==> src/rtl/direction_queue.sv <==
// direction_queue: FIFO of player headings between key pulses and the snake step engine.
// Latency: a press shows in pending/full/rejected one cycle later; a step updates dir one cycle later.
// Backpressure: none upstream; presses arriving on a full queue without a step are dropped with rejected.
// Optional DIRQ_REVERSE_FILTER_EN also drops presses opposite to the reference heading.
module direction_queue #(
    parameter int DEPTH = 4,
    parameter int CW    = 3
) (
    input  logic          clk,
    input  logic          rst,
    input  logic          up_press,
    input  logic          down_press,
    input  logic          left_press,
    input  logic          right_press,
    input  logic          step,
    input  logic [1:0]    game_status,
    output logic [1:0]    dir,
    output logic [CW-1:0] pending,
    output logic          full,
    output logic          rejected
);
    localparam int AW = (DEPTH > 1) ? $clog2(DEPTH) : 1;

    localparam logic [1:0] ST_RESTART = 2'b00;
    localparam logic [1:0] ST_PLAY    = 2'b10;
    localparam logic [1:0] DIR_RIGHT  = 2'b11;

    logic [1:0]    mem [DEPTH];
    logic [AW-1:0] rd_ptr;
    logic [AW-1:0] wr_ptr;

    logic          in_play;
    logic          any_press;
    logic          multi_press;
    logic [1:0]    cand;
    logic [1:0]    ref_dir;
    logic          is_dup;
    logic          is_opp;
    logic          push;
    logic          pop;
    logic          reject_nxt;
    logic [CW-1:0] pending_nxt;

    assign in_play   = (game_status == ST_PLAY);
    assign any_press = up_press | down_press | left_press | right_press;
    assign multi_press = (up_press & (down_press | left_press | right_press)) |
                         (down_press & (left_press | right_press)) |
                         (left_press & right_press);

    always_comb begin
        cand = DIR_RIGHT;
        if (up_press)
            cand = 2'b00;
        else if (down_press)
            cand = 2'b01;
        else if (left_press)
            cand = 2'b10;
    end

    // The tail still counts as the reference even if it is being popped this cycle.
    assign ref_dir = (pending != '0) ? mem[wr_ptr - AW'(1)] : dir;
    assign is_dup  = (cand == ref_dir);

`ifdef DIRQ_REVERSE_FILTER_EN
    // Opposite pairs differ only in bit 0 (UP/DOWN, LEFT/RIGHT).
    assign is_opp = (cand == (ref_dir ^ 2'b01));
`else
    assign is_opp = 1'b0;
`endif

    assign push = in_play && any_press && !is_dup && !is_opp && (!full || step);
    assign pop  = in_play && step && (pending != '0);

    assign reject_nxt = multi_press ||
                        (any_press && !is_dup && is_opp) ||
                        (any_press && !is_dup && !is_opp && full && !step);

    always_comb begin
        pending_nxt = pending;
        if (push && !pop)
            pending_nxt = pending + CW'(1);
        else if (pop && !push)
            pending_nxt = pending - CW'(1);
    end

    always_ff @(posedge clk) begin
        if (!rst && push)
            mem[wr_ptr] <= cand;
    end

    always_ff @(posedge clk) begin
        if (rst) begin
            dir      <= DIR_RIGHT;
            pending  <= '0;
            full     <= 1'b0;
            rejected <= 1'b0;
            rd_ptr   <= '0;
            wr_ptr   <= '0;
        end else if (!in_play) begin
            pending  <= '0;
            full     <= 1'b0;
            rejected <= 1'b0;
            rd_ptr   <= '0;
            wr_ptr   <= '0;
            if (game_status == ST_RESTART)
                dir <= DIR_RIGHT;
        end else begin
            rejected <= reject_nxt;
            pending  <= pending_nxt;
            full     <= (pending_nxt == CW'(DEPTH));
            if (push)
                wr_ptr <= wr_ptr + AW'(1);
            if (pop) begin
                dir    <= mem[rd_ptr];
                rd_ptr <= rd_ptr + AW'(1);
            end
        end
    end

endmodule
==> config.mk <==
export PLATFORM = sky130hd
export DESIGN_NAME = direction_queue
export DESIGN_NICKNAME = d
export VERILOG_FILES = /design/src/rtl/direction_queue.sv
export SDC_FILE = /design/constraint.sdc
export NUM_CORES = 1
export LEC_CHECK = 0
export ABC_CLOCK_PERIOD_IN_PS = 2600
export CAP_MARGIN = 20
export CORE_ASPECT_RATIO = 1.4
export CORE_MARGIN = 2
export CORE_UTILIZATION = 40
export CTS_CLUSTER_DIAMETER = 120
export DETAILED_ROUTE_END_ITERATION = 10
export PLACE_DENSITY = 0.74
export SLEW_MARGIN = 20
export SYNTH_ARGS = -nofsm -noshare
export SYNTH_HDL_FRONTEND = slang
export SYNTH_SLANG_ARGS = --single-unit
==> constraint.sdc <==
create_clock -name clk -period 2.6 [get_ports clk]
set_input_delay 0.52 -clock clk [delete_from_list [all_inputs] [get_ports clk]]
set_output_delay 0.52 -clock clk [all_outputs]
set_load 0.01 [all_outputs]
After elaboration in Yosys (flattened, before gate mapping)
Memory sizes are Yosys's and may differ from the RTL's. A register that Yosys moved wholly into a read port is not among the register bits.
Cells that the tools add are included.
Word-level totals
  RAM bits: 8
  register bits: 11
  bits in latches: 0
  bits in read-only memories: 0
  input bits: 9
  output and inout bits: 7
  memories kept: 1
Cells by class
  equal/unequal tests: 4
  $add $sub $neg: 5
  reduce and logical (&&, ||, !) cells: 24
  muxes and demuxes: 13
  shifts and indexed selects: 0
  multipliers: 0
  div/mod/pow operators: 0
  magnitude comparators: 0
  bitwise operators: 12
Memories
  mem: depth 4, width 2, read ports 2, clocked after memory_dff 1, write ports 1, RTL line 28  | logic [1:0] mem [DEPTH];
Operators with widths (count)
  $mux 2: 8
  $logic_and 1x1->1: 11
  $or 1x1->1: 8
  $logic_not 1->1: 6
  $mux 3: 2
  $add 2x1->2 const B: 2
  $add 3x1->3 const B: 1
  $and 1x1->1: 3
  $eq 3x3->1 const B: 1
  $mux 1: 3
  $reduce_bool 3->1: 1
  $sub 3x1->3 const B: 1
  $eq 2x2->1: 1
  $eq 2x2->1 const B: 1
  $logic_not 2->1: 1
  $logic_or 1x1->1: 2
  $ne 2x1->1 const B: 1
  $reduce_and 2->1: 1
  $reduce_bool 2->1: 1
  $reduce_or 2->1: 1
  $sub 2x1->2 const B: 1
  $not 1->1: 1

Depth between registers and ports, before layout
  depth in word-level cells: 12
  depth in mapped cells: 10
  mapped depth without buffers: 9

Worst setup path after synthesis
OpenSTA, ideal clock, no wires.
  path type: reg-to-reg
  start: reg pending[0]
  end: reg full
  stages on the path, launching flop included: 10
  setup slack: 0.108 ns
  data required time: 2.531 ns
  arrival time: 2.422 ns
  library setup time: 0.069 ns
  period minus slack after synthesis: 2.492 ns
  cell sequence: dfxtp_1 inv_1 ha_1 ha_1 nor2b_1 nand2_1 and4b_4 o41ai_4 or4b_1 o21ai_1
On the way
  longest elaborated chain between the ends: 11
  elaborated cells between the ends (all ways): 16
  those cells by class: add/sub: 2; eq/ne: 2; mux: 3; reduce/logical: 9
RTL lines
  start, declared: RTL line 18  | output logic [CW-1:0] pending,
  start signal, assigned: RTL line 109  | pending <= pending_nxt;
  $reduce_bool 3->1: RTL line 61, 72
  $mux 2: RTL line 61  | assign ref_dir = (pending != '0) ? mem[wr_ptr - AW'(1)] : dir;
  $eq 2x2->1: RTL line 62  | assign is_dup = (cand == ref_dir);
  $logic_not 1->1: RTL line 71  | assign push = in_play && any_press && !is_dup && !is_opp && (!full || step);
  $logic_and 1x1->1 (2 in a row): RTL line 71
  $logic_not 1->1: RTL line 82  | else if (pop && !push)
  $logic_and 1x1->1: RTL line 82
  $mux 3: RTL line 82
  $mux 3 *: RTL line 80  | if (push && !pop)
  $eq 3x3->1 *: RTL line 110  | full <= (pending_nxt == CW'(DEPTH));
  end signal, assigned: RTL line 110
  end, declared: RTL line 19  | output logic full,
Every way passes the cells marked *; elsewhere a longest branch is shown, timed or not.
A chain may end at the register's enable or synchronous reset.

Worst setup path in the final report
  start: reg pending[1]
  end: reg pending[2]
On the way
  longest elaborated chain between the ends: 10
  elaborated cells between the ends (all ways): 15
  those cells by class: add/sub: 2; eq/ne: 1; mux: 3; reduce/logical: 9
RTL lines (RTL line)
  $reduce_bool 3->1: 61, 72
  $mux 2: 61
  $eq 2x2->1: 62
  $logic_not 1->1: 71
  $logic_and 1x1->1 (2 in a row): 71
  $logic_not 1->1: 82
  $logic_and 1x1->1: 82
  $mux 3: 82
  $mux 3 *: 80
Marked as above.

==> impl_metrics.json <==
{
  "status": "complete, no violations",
  "switching_share": 0.225,
  "synth-seq-cells": 21,
  "synth_top_cell_by_area": "dfxtp_1",
  "clockBufferDepth": 2,
  "grt_antenna_before_repair": 0,
  "crit_cells": 9,
  "ys_types": 38,
  "syn-num-nets": 137,
  "reg2reg_to": "pending[2]$_SDFF_PP0_",
  "netlist_top_cells_area": "dfxtp_1 (21%), edfxtp_1 (20%), ha_1 (7.1%)",
  "grt_max_degree": 12,
  "critPathRequiredTime_ps": 2760,
  "cap_violations": 0,
  "ioPinCount": 16,
  "regArea_sq_um": 500,
  "peakVddDrop_mv": 0.241,
  "path_cells": "inv_1 > ha_1 > ha_1 > nor2_1 > nand2_1 > and4b_4 > o41ai_4 > buf_4 > mux2_2",
  "relSlewSlack": 0.758,
  "rsz0062_at_grt": "false",
  "ys_warn_count": 0,
  "num_antenna_cells": 0,
  "min-delay-start": "dir[0]$_SDFFE_PP1P_",
  "cts_tree": "yes",
  "fillCellCount": 259,
  "die_w_um": 50.9,
  "multi_input_area_sq_um": 684,
  "worst_pin_slew_ps": 361,
  "syn_to_final_growth_pct": 25.4,
  "holdPathStages": 2,
  "drc_errors": 0,
  "post-route-util": 0.531,
  "setup_tns_ps": 0,
  "cts_buffers": 3,
  "cts_resized": 0,
  "synth.cell_area_sq_um": 1230,
  "cts.clk_slew.worst_paths_ps": 80,
  "finalHoldViolCount": 0,
  "gp_congestion": 0.896,
  "seq_power_share": 0.542,
  "cts.htree.levels": 1,
  "finClkSkew_ps": 6.78,
  "viasPerCell": 5.32,
  "p_per_area_nw_per_um2": 413,
  "nets": 166,
  "period_minus_slack_ps": 2430,
  "finish.instance_area_sq_um": 1540,
  "grt_overflow": 0,
  "cp_max_fo": 6,
  "setup_viol": 0,
  "hpwlAfterDp_mm": 2.16,
  "numClockSinks": 21,
  "dpl-instance-area_sq_um": 1500,
  "crit_top_cell": "ha_1",
  "gr-usage-all-layers": 0.164,
  "cts-root-buf": "clkbuf_8",
  "cp-end-kind": "flip-flop",
  "synth-edff-count": 8,
  "crit_buf_inv": 2,
  "core_area_sq_um": 2910,
  "yosys_most_used_dff": "dfxtp_1",
  "ant_nets": 0,
  "postSynthCellCount": 121,
  "holdPathEnd": "dir[0]$_SDFFE_PP1P_",
  "clockPowerShare": 0.343,
  "period_share": 0.934,
  "drt-pass1-iter-count": 4,
  "yosysMostFrequentCell": "nor2_1",
  "slew_viol_final": 0,
  "worstReg2RegStart": "pending[1]$_SDFF_PP0_",
  "grt_pass1_wl_mm": 4.33,
  "arrival_ps": 2590,
  "cts_setup_buffers": 0,
  "layout-drive-gt1-share": 0.181,
  "drt_wl_total_mm": 2.69,
  "die_area_sq_um": 3540,
  "slowest_delay_ps": 420,
  "clk_latency_ps": 270,
  "drt_iter0_drc": 17,
  "crit_type": "flip-flop to flip-flop",
  "io_buffers": 15,
  "die_y_um": 69.6,
  "combPwrFrac": 0.115,
  "crit_slowest_cell": "o41ai_4",
  "syn_avg_cell_area_sq_um": 10.2,
  "avgRoutedWirePerCell_um": 14.4,
  "max_freq_mhz": 412,
  "hold_class": "flip-flop to flip-flop",
  "dr_total_vias": 989,
  "synth_top_area_frac": 0.212,
  "synthArstFlopShare": 0,
  "ys_seq_area_frac": 0.407,
  "start_util": 0.423,
  "cts_hold_buf": 0,
  "reg2reg_setup_slack_ps": 170,
  "p_switching_mw": 0.143,
  "worst_path_dominant_cell_family": "simple AND/OR/NAND/NOR gates",
  "cellLeakagePower_nw": 0.548,
  "rr_worst_depth": 9,
  "power.internal_mw": 0.493,
  "synth_common_cells": "nor2_1 (14), dfxtp_1 (13), edfxtp_1 (8)",
  "startpoint": "pending[1]$_SDFF_PP0_",
  "start_kind": "flip-flop",
  "core.rowCount": 23,
  "grt_pass1_vias": 973
}
==> metal layers <==
layer / GRT usage / wire (um) / share of wire
met4: 0.123 / 133 / 0.050
met1: 0.166 / 1010 / 0.38
met3: 0.0280 / 119 / 0.044
met2: 0.288 / 1420 / 0.53
met5: 0 / 0 / 0
==> cell families (layout without fill, tap and decap cells) <==
| group | Yosys count | in the layout | share of synthesized area |
|---|---|---|---|
| compound gates | 20 | 20 | 0.125 |
| xor+xnor | 6 | 6 | 0.0427 |
| fa+ha+maj | 8 | 8 | 0.0793 |
| buf+inv | 10 | 38 | 0.0366 |
| flops | 21 | 21 | 0.407 |
| mux | 9 | 9 | 0.0946 |
| simple gates | 47 | 47 | 0.215 |
==> how the worst max path moves through the flow <==
stage / slack (ps) / to
after floorplan: 110 / full$_SDFF_PP0_
after global placement: 100 / pending[2]$_SDFF_PP0_
after detailed placement: 50 / mem[2][1]$_DFFE_PP_
after CTS: 160 / pending[2]$_SDFF_PP0_
after global routing: 4 / mem[2][1]$_DFFE_PP_
final: 170 / pending[2]$_SDFF_PP0_
==> worst reg2reg max path, cell delays in order, from the launching register on <==
cell	delay, ps
dfxtp_1	340
inv_1	90
ha_1	190
ha_1	250
nor2_1	190
nand2_1	100
and4b_4	220
o41ai_4	420
buf_4	200
mux2_2	330
==> power groups by stage <==
stage | combinational (mW) | sequential, mW | clock [mW]
global route | 0.0788 | 0.345 | 0.233
detailed placement | 0.0727 | 0.352 | 0
finish | 0.0734 | 0.345 | 0.218
global placement | 0.0709 | 0.352 | 0
CTS | 0.0734 | 0.345 | 0.223
floorplan | 0.0357 | 0.353 | 0
==> placed cells by master (no fill, tap or decap), drive strengths merged, types with 3 or more instances in the layout <==
cell	Yosys	final
ha	7	7
buf	1	12
mux2i	6	6
or2b	4	4
nor2	14	14
and2	4	4
a31oi	3	3
nand2b	4	4
o21ai	4	4
inv	7	7
clkbuf	2	4
dfxtp	13	13
edfxtp	8	8
nand2	7	7
clkdlybuf4s50	0	15
a21oi	6	6
xnor2	5	5
==> layout make-up <==
cell class | instances | area share
timing repair buffer | 27 | 0.156
tap | 37 | 0.0300
clock buffer | 4 | 0.0292
inverter | 7 | 0.0170
multi-input combinational | 90 | 0.444
sequential | 21 | 0.324
==> per-stage QoR <==
step	instances	hold slack (ps)	power, mW	setup WS, ps
final	186	507	0.636	171
after global routing	186	555	0.657	4.17
after CTS	186	512	0.641	163
after detailed placement	182	493	0.425	54.5
after global placement	182	489	0.423	102
after floorplan	121	485	0.389	108
==> flip-flops by register name, summed over array words and instances, names as in the netlist, named ones only <==
name      cells
full          1
rejected      1
pending       3
mem           8
wr_ptr        2
rd_ptr        2
dir           2
Note: power is estimated with default switching activity, not from simulation.
